### src/rtl/seg_display_sequencer_if.sv
// rtl/seg_display_sequencer_if.sv - Avalon-MM register bus between the CPU and the display sequencer
interface seg_display_sequencer_if;
    logic [1:0]  avs_address;
    logic        avs_write;
    logic [31:0] avs_writedata;
    logic        avs_read;
    logic [31:0] avs_readdata;

    modport master (
        output avs_address, avs_write, avs_writedata, avs_read,
        input  avs_readdata
    );

    modport slave (
        input  avs_address, avs_write, avs_writedata, avs_read,
        output avs_readdata
    );
endinterface

### src/rtl/seg_display_sequencer.sv
// rtl/seg_display_sequencer.sv - LED and four-digit seven-segment sequencer (CPU/count/scroll/blink)
// Switches are synchronized and debounced; the CPU may override the switch-selected mode.
module seg_display_sequencer #(
    parameter int CLK_HZ       = 50_000_000,
    parameter int TICK_DIV     = 12_500_000,
    parameter int DEBOUNCE_CYC = 500_000
) (
    input  logic                   clk_clk,
    input  logic                   reset_reset_n,
    seg_display_sequencer_if.slave avs,
    input  logic [3:0]             switcher_in,
    output logic [7:0]             led_out,
    output logic [7:0]             seg1_out,
    output logic [7:0]             seg2_out,
    output logic [7:0]             seg3_out,
    output logic [7:0]             seg4_out
);
    localparam int TW = $clog2(TICK_DIV);
    localparam int DW = $clog2(DEBOUNCE_CYC + 1);
    localparam logic [TW-1:0] TICK_LAST = TW'(TICK_DIV - 1);
    localparam logic [DW-1:0] DEB_LAST  = DW'(DEBOUNCE_CYC - 1);

    typedef enum logic [1:0] {
        MODE_CPU    = 2'd0,
        MODE_COUNT  = 2'd1,
        MODE_SCROLL = 2'd2,
        MODE_BLINK  = 2'd3
    } mode_e;

    if (CLK_HZ <= 0 || TICK_DIV < 2 || DEBOUNCE_CYC < 1) begin : g_param_check
        $error("seg_display_sequencer: illegal parameter value");
    end

    function automatic logic [7:0] hex7(input logic [3:0] n);
        case (n)
            4'h0: hex7 = 8'hC0;  4'h1: hex7 = 8'hF9;  4'h2: hex7 = 8'hA4;  4'h3: hex7 = 8'hB0;
            4'h4: hex7 = 8'h99;  4'h5: hex7 = 8'h92;  4'h6: hex7 = 8'h82;  4'h7: hex7 = 8'hF8;
            4'h8: hex7 = 8'h80;  4'h9: hex7 = 8'h90;  4'hA: hex7 = 8'h88;  4'hB: hex7 = 8'h83;
            4'hC: hex7 = 8'hC6;  4'hD: hex7 = 8'hA1;  4'hE: hex7 = 8'h86;  default: hex7 = 8'h8E;
        endcase
    endfunction

    logic [3:0]         sw_meta_q, sw_sync_q, sw_deb_q, sw_deb_d;
    logic [3:0][DW-1:0] db_cnt_q, db_cnt_d;
    logic [31:0]        digits_q, digits_d;
    logic [7:0]         led_reg_q, led_reg_d;
    logic [2:0]         ctrl_q, ctrl_d;
    logic [15:0]        cnt_q, cnt_d;
    logic [TW-1:0]      presc_q, presc_d;
    logic [1:0]         scroll_q, scroll_d;
    logic               phase_q, phase_d;
    mode_e              mode_prev_q, mode;
    logic [31:0]        seg_q, seg_d;
    logic [7:0]         led_q, led_d;
    logic [31:0]        rdata_q, rdata_d;
    logic               mode_chg, pause, tick;

    assign mode     = ctrl_q[0] ? mode_e'(ctrl_q[2:1]) : mode_e'(sw_deb_q[1:0]);
    assign mode_chg = (mode != mode_prev_q);
    assign pause    = sw_deb_q[2];
    assign tick     = !mode_chg && !pause && (presc_q == TICK_LAST);

    // Each bit must disagree with its accepted value for DEBOUNCE_CYC consecutive cycles to flip.
    always_comb begin
        sw_deb_d = sw_deb_q;
        db_cnt_d = '0;
        for (int i = 0; i < 4; i++) begin
            if (sw_sync_q[i] != sw_deb_q[i]) begin
                if (db_cnt_q[i] == DEB_LAST) sw_deb_d[i] = sw_sync_q[i];
                else                         db_cnt_d[i] = db_cnt_q[i] + DW'(1);
            end
        end
    end

    always_comb begin
        digits_d  = digits_q;
        led_reg_d = led_reg_q;
        ctrl_d    = ctrl_q;
        if (avs.avs_write) begin
            case (avs.avs_address)
                2'd0:    digits_d  = avs.avs_writedata;
                2'd1:    led_reg_d = avs.avs_writedata[7:0];
                2'd2:    ctrl_d    = avs.avs_writedata[2:0];
                default: ;
            endcase
        end
        rdata_d = rdata_q;
        if (avs.avs_read) begin
            case (avs.avs_address)
                2'd0:    rdata_d = digits_q;
                2'd1:    rdata_d = {24'h0, led_reg_q};
                2'd2:    rdata_d = {29'h0, ctrl_q};
                default: rdata_d = {cnt_q, 8'h00, sw_deb_q, 2'b00, mode};
            endcase
        end
    end

    // A mode change restarts the tick phase and the scroll/blink state; the counter survives it.
    always_comb begin
        presc_d  = presc_q;
        scroll_d = scroll_q;
        phase_d  = phase_q;
        cnt_d    = cnt_q;
        if (mode_chg) begin
            presc_d  = '0;
            scroll_d = '0;
            phase_d  = 1'b0;
        end else if (!pause) begin
            presc_d = (presc_q == TICK_LAST) ? '0 : presc_q + TW'(1);
        end
        if (tick) begin
            case (mode)
                MODE_COUNT:  cnt_d    = sw_deb_q[3] ? cnt_q - 16'd1 : cnt_q + 16'd1;
                MODE_SCROLL: scroll_d = scroll_q + 2'd1;
                MODE_BLINK:  phase_d  = ~phase_q;
                default:     ;
            endcase
        end
    end

    always_comb begin
        seg_d = digits_q;
        led_d = led_reg_q;
        case (mode)
            MODE_COUNT: begin
                seg_d = {hex7(cnt_q[15:12]), hex7(cnt_q[11:8]), hex7(cnt_q[7:4]), hex7(cnt_q[3:0])};
                led_d = cnt_q[7:0];
            end
            MODE_SCROLL: begin
                case (scroll_q)
                    2'd0: begin seg_d = digits_q;                          led_d = 8'h01; end
                    2'd1: begin seg_d = {digits_q[7:0],  digits_q[31:8]};  led_d = 8'h04; end
                    2'd2: begin seg_d = {digits_q[15:0], digits_q[31:16]}; led_d = 8'h10; end
                    default: begin seg_d = {digits_q[23:0], digits_q[31:24]}; led_d = 8'h40; end
                endcase
            end
            MODE_BLINK: begin
                if (phase_q) begin
                    seg_d = 32'hFFFF_FFFF;
                    led_d = 8'h00;
                end
            end
            default: ;
        endcase
    end

    always_ff @(posedge clk_clk or negedge reset_reset_n) begin
        if (!reset_reset_n) begin
            sw_meta_q   <= '0;
            sw_sync_q   <= '0;
            sw_deb_q    <= '0;
            db_cnt_q    <= '0;
            digits_q    <= 32'hFFFF_FFFF;
            led_reg_q   <= '0;
            ctrl_q      <= '0;
            cnt_q       <= '0;
            presc_q     <= '0;
            scroll_q    <= '0;
            phase_q     <= 1'b0;
            mode_prev_q <= MODE_CPU;
            seg_q       <= 32'hFFFF_FFFF;
            led_q       <= '0;
            rdata_q     <= '0;
        end else begin
            sw_meta_q   <= switcher_in;
            sw_sync_q   <= sw_meta_q;
            sw_deb_q    <= sw_deb_d;
            db_cnt_q    <= db_cnt_d;
            digits_q    <= digits_d;
            led_reg_q   <= led_reg_d;
            ctrl_q      <= ctrl_d;
            cnt_q       <= cnt_d;
            presc_q     <= presc_d;
            scroll_q    <= scroll_d;
            phase_q     <= phase_d;
            mode_prev_q <= mode;
            seg_q       <= seg_d;
            led_q       <= led_d;
            rdata_q     <= rdata_d;
        end
    end

    assign avs.avs_readdata = rdata_q;
    assign led_out  = led_q;
    assign seg1_out = seg_q[7:0];
    assign seg2_out = seg_q[15:8];
    assign seg3_out = seg_q[23:16];
    assign seg4_out = seg_q[31:24];
endmodule
### src/flat_wrapper.sv
// flat-port wrapper written by rule: the top's interface ports become plain ports
module seg_display_sequencer_flat 
#(
    parameter int CLK_HZ       = 50_000_000,
    parameter int TICK_DIV     = 12_500_000,
    parameter int DEBOUNCE_CYC = 500_000
)
  (clk_clk, reset_reset_n, switcher_in, led_out, seg1_out, seg2_out, seg3_out, seg4_out, avs_avs_address, avs_avs_write, avs_avs_writedata, avs_avs_read, avs_avs_readdata);
  seg_display_sequencer_if avs_i ();
  input  logic clk_clk;
  input  logic reset_reset_n;
  input  logic [3:0] switcher_in;
  output logic [7:0] led_out;
  output logic [7:0] seg1_out;
  output logic [7:0] seg2_out;
  output logic [7:0] seg3_out;
  output logic [7:0] seg4_out;
  input wire logic [$bits(avs_i.avs_address)-1:0] avs_avs_address;
  input wire logic [$bits(avs_i.avs_write)-1:0] avs_avs_write;
  input wire logic [$bits(avs_i.avs_writedata)-1:0] avs_avs_writedata;
  input wire logic [$bits(avs_i.avs_read)-1:0] avs_avs_read;
  output wire logic [$bits(avs_i.avs_readdata)-1:0] avs_avs_readdata;
  assign avs_i.avs_address = avs_avs_address;
  assign avs_i.avs_write = avs_avs_write;
  assign avs_i.avs_writedata = avs_avs_writedata;
  assign avs_i.avs_read = avs_avs_read;
  assign avs_avs_readdata = avs_i.avs_readdata;
  seg_display_sequencer #(.CLK_HZ(CLK_HZ), .TICK_DIV(TICK_DIV), .DEBOUNCE_CYC(DEBOUNCE_CYC)) u_core (.clk_clk(clk_clk), .reset_reset_n(reset_reset_n), .avs(avs_i), .switcher_in(switcher_in), .led_out(led_out), .seg1_out(seg1_out), .seg2_out(seg2_out), .seg3_out(seg3_out), .seg4_out(seg4_out));
endmodule
### config.mk
export PLATFORM = sky130hd
export DESIGN_NAME = seg_display_sequencer_flat
export DESIGN_NICKNAME = d
export VERILOG_FILES = /design/src/rtl/seg_display_sequencer_if.sv /design/src/rtl/seg_display_sequencer.sv /design/src/flat_wrapper.sv
export SDC_FILE = /design/constraint.sdc
export NUM_CORES = 1
export LEC_CHECK = 0
export BUFFER_PORTS_ARGS = -buffer_cell sky130_fd_sc_hd__buf_2
export CAP_MARGIN = 20
export CORE_UTILIZATION = 60
export DETAILED_ROUTE_END_ITERATION = 8
export PLACE_DENSITY = 0.8
export REMOVE_ABC_BUFFERS = 1
export SYNTH_ARGS = -nofsm -noshare
export SYNTH_HDL_FRONTEND = slang
export SYNTH_SLANG_ARGS = --single-unit
### constraint.sdc
create_clock -name clk_clk -period 3.6 [get_ports clk_clk]
set_input_delay 0.18 -clock clk_clk [delete_from_list [all_inputs] [get_ports clk_clk]]
set_output_delay 0.18 -clock clk_clk [all_outputs]
set_load 0.05 [all_outputs]
==> results.toml, run 1 <==
[yosys]
synthXorXnorAreaFrac_pct = 6.10
synth.avg_cell_area_um2 = 9.75
synth_edf_count = 0
synthMuxAreaShare_pct = 5.93
ys_seq_area_share_pct = 47.6
yosys_warnings = 0
synth_ff_type = "dfrtp_1"
async_flop_share_pct = 100
synthAdderAreaFrac_pct = 4.98
yosysTopAreaCell = "dfrtp_1"
synth_top_area_share_pct = 34.8
synth_cell_types = 69
synth_area_leaders = "dfrtp_1, dfstp_2, ha_1, nor2_1, mux2_2"
synthCells = 1356
synth_top_family_by_area = "simple AND/OR/NAND/NOR gates"
synth_compound_area_share_pct = 15.9
synthSimpleGateAreaFrac_pct = 16.1
synth_area_um2 = 13200
synth_seq_cells = 248

[clock_network]
cts_sinks = 248
cts_tree = "done"
cts_made_buffers = 27
cts_buffer_depth = 3
htreeDepth = 1
worstSkewPairLatency_ns = 0.54
path_clk_slew_ns = 0.06
root_buffer = "clkbuf_16"
post_cts_buffers = 0

[worst_setup_path]
worstPathCellList = "ha_1 > a21o_1 > a21o_1 > a211oi_1 > o41ai_1 > a31oi_1 > xor2_1 > o21ai_1"
crit_path_max_incr_delay_ns = 0.80
crit_type = "flop to flop"
crit_fanout = 20
required_ns = 4.01
cp_slowest_cell = "dfrtp_1"
endpoint_kind = "flop"
arrival_ns = 3.20
r2r_start = "u_core.sw_deb_q[3]"
crit_top_cell = "a21o_1"
cp-start-kind = "flop"
crit_start = "u_core.sw_deb_q[3]"

[timing]
setup_violations = 0
rsz0062_at_grt = "false"
fmax_ghz = 0.359
maxSlewViolCount = 0
hold_viol = 0
clock_skew_ns = 0.00933
tns_ns = 0
worst_slack_ns = 0.812
maxSlewHeadroom_pct = 28.6
fin_crit_sh_pct = 77.4
worst-slew-pin-transition_ns = 1.07
fin_crit_ns = 2.79

[route]
drt_iter0_markers = 940
vias = 10900
wire_per_inst_um = 18.0
drtPass1Iterations = 8
wirelength_mm = 32.0
vias_per_cell = 6.15
drc = 0
drtAntennaViolNets = 0

[power_and_ir_drop]
peakVddDrop_v = 0.000287
clkPwrFrac_pct = 33.6
p_switching_w = 0.00276
power_frac_comb_pct = 23.5
power.internal_w = 0.00548
swShare_pct = 33.5
power_frac_seq_pct = 42.8
leakagePower_nw = 6.70
p_per_area_nw_per_um2 = 540

[global_route]
groute.usage.overall_pct = 28.9
met3_usage_pct = 3.91
grtUsageMet2_pct = 44.9
grt_max_degree = 125
grt_pass1_vias = 10300
grt_pass1_wl_mm = 51.9
overflow = 0
grt-busiest-layer = "met2"
met1_usage_pct = 41.3
antenna_found_initial = 0

[placed_design]
hpwl_mm = 21.3
preCtsSetupSlack_ns = 0.886
place_congestion = 0.929
numPortBuffers = 113

[floorplanning]
ios = 114
core_um2 = 21300
fp-row-count = 53
dieArea_um2 = 22600
start_util_pct = 62.1
die_x_um = 150
die_y_um = 150

[min_path]
hold_class = "input pin to flop"
holdCritStartpoint = "avs_avs_write"

[status]
outcome = "finished clean"

[layout]
drive_gt1_share_pct = 20.1
antenna_cells = 0
area_growth_pct = 15.5
fillCellCount = 1547
layout.nets = 1572

[run]
drv_cap = 0
-- cell usage after synthesis (16+ instances only) --
cell and number:
nand3_1 54, nand2_1 120, a22oi_1 21, inv_1 39, dfrtp_1 184, o21ai_0 78, o21ai_1 30, ha_1 51
mux2_2 46, dfstp_2 64, a21oi_1 95, xor2_1 54, o22ai_1 16, a222oi_1 31, and3_1 25, xnor2_1 38
clkbuf_1 61, nor2_1 156
-- critical path: cells and delay by family (launching register included) --
family	cells	cell delay, ns
compound gates	6	1.30
flops	1	0.80
xor+xnor	1	0.16
fa+ha+maj	1	0.40
-- metal layers --
layer | vias to the layer above | part of all wire, %
met2 | 441 | 46
li1 | 5091 | -
met5 | - | 0
met3 | 71 | 7.0
met1 | 5310 | 44
met4 | 0 | 2.9
-- worst paths after layout --
kind                                  endpoint  slack, ns  cells after the start
setup / recovery              u_core.cnt_q[14]       0.81                      8
hold / removal                u_core.ctrl_q[0]       0.10                      3
setup reg to reg              u_core.cnt_q[14]       0.81                      8
hold reg to reg            u_core.sw_sync_q[2]       0.35                      0
max in group asynchronous  u_core.digits_q[11]       2.37                      3
min in group asynchronous  u_core.db_cnt_q[38]       0.33                      2
-- state kept, by name, summed over array words and instances, names as in the netlist, 3 cells and up --
signal,flops
u_core.avs.avs_readdata,32
u_core.cnt_q,16
u_core.ctrl_q,3
u_core.db_cnt_q,76
u_core.digits_q,32
u_core.led_out,8
u_core.led_reg_q,8
u_core.presc_q,24
u_core.seg_q,32
u_core.sw_deb_q,4
u_core.sw_meta_q,4
u_core.sw_sync_q,4
-- cell type report --
class	count	area (um^2)	share of cell area, %
clock inverters	5	56.3	0.369
multi-input cells	995	6480	42.5
repair buffers	166	1100	7.23
flip-flops and latches	248	6290	41.2
clock buffers	45	843	5.52
inverters	40	150	0.984
well taps	275	344	2.25
-- through the flow --
stage | hold slack (ns) | util [%] | power (W) | area [um^2] | instances
finish | 0.103 | 71.7 | 0.00824 | 15300 | 1774
global route | 0.120 | 71.7 | 0.00856 | 15300 | 1774
floorplan | -0.116 | - | 0.00486 | 12900 | 1283
detailed placement | 0.290 | 65.7 | 0.00546 | 14000 | 1687
global placement | 0.288 | 65.7 | 0.00542 | 14000 | 1687
CTS | 0.0941 | 71.7 | 0.00826 | 15300 | 1774
-- power groups by stage --
stage	Clock (W)	Combinational [W]	Sequential [W]
2_1_floorplan	0	0.000663	0.00420
3_3_place_gp	0	0.00186	0.00355
3_5_place_dp	0	0.00189	0.00356
4_1_cts	0.00281	0.00193	0.00352
5_1_grt	0.00293	0.00207	0.00356
6_report	0.00277	0.00194	0.00353
-- layout by cell type, fill, tap and decap left out, drive strengths merged, types with 10 or more instances in the layout --
cell	synthesis	routed
a21oi	95	95
a222oi	31	31
a22oi	21	21
a31oi	14	14
and3	25	25
buf	12	129
clkbuf	61	45
dfrtp	184	184
dfstp	64	64
dlygate4sd3	0	37
ha	51	51
inv	39	40
mux2	47	47
mux2i	14	14
nand2	120	120
nand3	54	54
nand4	14	14
nor2	158	158
nor2b	10	10
nor3	12	12
o21ai	108	108
o22ai	16	16
xnor2	38	38
xor2	54	54
-- cells by family (layout without fill, tap and decap cells) --
logic type,after synthesis,count (layout)
AO/OA/AOI/OAI,336,336
AND/OR/NAND/NOR,450,450
multiplexers,65,65
flip-flops,248,248
XOR/XNOR,92,92
buffers and inverters,113,256
adder cells (fa/ha/maj),52,52
-- timing repair --
item / 4_1_cts / 5_1_grt
hold endpoints to repair: 139 / 0
resized for setup: 0 / 0
hold buffers: 37 / 0
Note: power is estimated with default switching activity, not from simulation.
==> run 2: changes to the inputs <==
==> constraint.sdc (replaced) <==
create_clock -name clk_clk -period 2.7 [get_ports clk_clk]
set_input_delay 0.135 -clock clk_clk [delete_from_list [all_inputs] [get_ports clk_clk]]
set_output_delay 0.135 -clock clk_clk [all_outputs]
set_load 0.05 [all_outputs]
==> results.toml, run 2 (synthesized netlist as in run 1, its figures left out) <==
[layout]
layout.nets = 1590
top_register = "u_core.db_cnt_q"
final_util_pct = 72.5
final_common_cell = "dfrtp_1"
multi_input_area_um2 = 6490
seq_area_um2 = 6290
largest_register_ffs = 76
drive_gt1_share_pct = 21.3
area_growth_pct = 16.8
fillCellCount = 1495
final_cell_mix = "dfrtp_1, nor2_1, nand2_1"
antenna_cells = 0

[timing]
clock_skew_ns = 0.00899
maxSlewViolCount = 0
fmax_ghz = 0.399
rsz0062_at_grt = "false"
hold_viol = 0
fin_crit_sh_pct = 92.7
setup_violations = 0
tns_ns = 0
fin_crit_ns = 2.50
maxSlewHeadroom_pct = 47.3
fin_hold_ws_ns = 0.0537
worst-slew-pin-transition_ns = 0.782
worst_slack_ns = 0.197

[route]
maxUsedRoutingLayer = "met4"
met1_length_mm = 14.0
wl_met2_mm = 15.3
drtAntennaViolNets = 0
vias = 11000
wire_per_inst_um = 18.0
vias_per_cell = 6.13
drtPass1Iterations = 8
drt_iter0_markers = 1157
wl_met3_mm = 2.20
wirelength_mm = 32.3
drc = 0

[worst_setup_path]
required_ns = 3.19
endpoint_kind = "flop"
crit_fanout = 22
crit_type = "flop to flop"
arrival_ns = 2.99
crit_start = "u_core.ctrl_q[0]"
r2r_start = "u_core.ctrl_q[0]"
cp-start-kind = "flop"

[placed_design]
numPortBuffers = 113
hpwl_mm = 21.6
preCtsSetupSlack_ns = 0.127
place_congestion = 0.933

[power_and_ir_drop]
peakVddDrop_v = 0.000484
leakagePower_nw = 6.80
p_per_area_nw_per_um2 = 720

[floorplanning]
ios = 114
die_x_um = 150
start_util_pct = 62.1
die_y_um = 150
dieArea_um2 = 22600
core_um2 = 21300
fp-row-count = 53

[clock_network]
cts_made_buffers = 27
htreeDepth = 1
path_clk_slew_ns = 0.06
cts_buffer_depth = 3
cts_tree = "done"
worstSkewPairLatency_ns = 0.55
cts_sinks = 248
root_buffer = "clkbuf_16"

[run]
drv_cap = 0

[min_path]
hold_class = "input pin to flop"
holdCritStartpoint = "avs_avs_write"

[global_route]
grt_max_degree = 95
grt_pass1_wl_mm = 52.8
groute.usage.overall_pct = 29.4
antenna_found_initial = 0
grt_pass1_vias = 10500
overflow = 0

[status]
outcome = "finished clean"
[run 2: cell count changes in the layout (fill, tap and decap cells not counted), sizes merged]
cell,before,now
clkbuf,45,37
buf,129,147
clkinvlp,1,4
clkinv,3,5
bufinv,1,3
inv,40,41
[run 2: final timing paths]
check                                      end  cells past startpoint  slack, ns
max                          u_core.presc_q[8]                      6       0.20
min reg2reg                u_core.sw_sync_q[3]                      0       0.34
min                           u_core.ctrl_q[0]                      3       0.05
max reg2reg                  u_core.presc_q[8]                      6       0.20
max in group asynchronous  u_core.digits_q[28]                      3       1.78
min in group asynchronous    u_core.presc_q[0]                      2       0.07
[run 2: layer usage]
layer	track usage [%]	vias up
met5	0	-
met4	9.44	0
met3	3.73	73
met2	48.3	423
met1	40.5	5347
li1	-	5134
[run 2: area by class of cell]
cell class	instances	share of cell area, %
timing repair buffer	184	8.07
clock inverter	13	1.12
tap	275	2.23
clock buffer	37	4.88
inverter	40	0.972
sequential	248	40.7
multi-input combinational	995	42.0
[run 2: repair_timing]
| item | 4_1_cts | 5_1_grt |
|---|---|---|
| endpoints found under the hold margin | 195 | 0 |
| resized for setup | 0 | 2 |
| hold buffers | 37 | 0 |
| setup endpoints to repair | 0 | 4 |
| setup buffers | 0 | 0 |
[run 2: through the flow]
stage	cells	total power, W	area (um^2)
floorplan	1283	0.00648	12900
global placement	1704	0.00724	14100
detailed placement	1704	0.00728	14100
CTS	1791	0.0111	15400
global route	1792	0.0115	15400
finish	1792	0.0111	15400
[run 2: report_power, final]
part           internal [W]  switching, W  total, W  leakage (nW)
clock network       0.00226       0.00155   0.00381         0.442
registers           0.00433      0.000386   0.00471          3.13
logic              0.000782       0.00182   0.00260          3.23
total               0.00737       0.00375    0.0111          6.80
[run 2: worst max-delay path, stage by stage (launching register included)]
cell	delay, ns
dfrtp_1	0.58
mux2i_4	0.42
xnor2_1	0.13
or2_0	0.37
or3_4	0.56
nor3_1	0.23
o22a_1	0.15
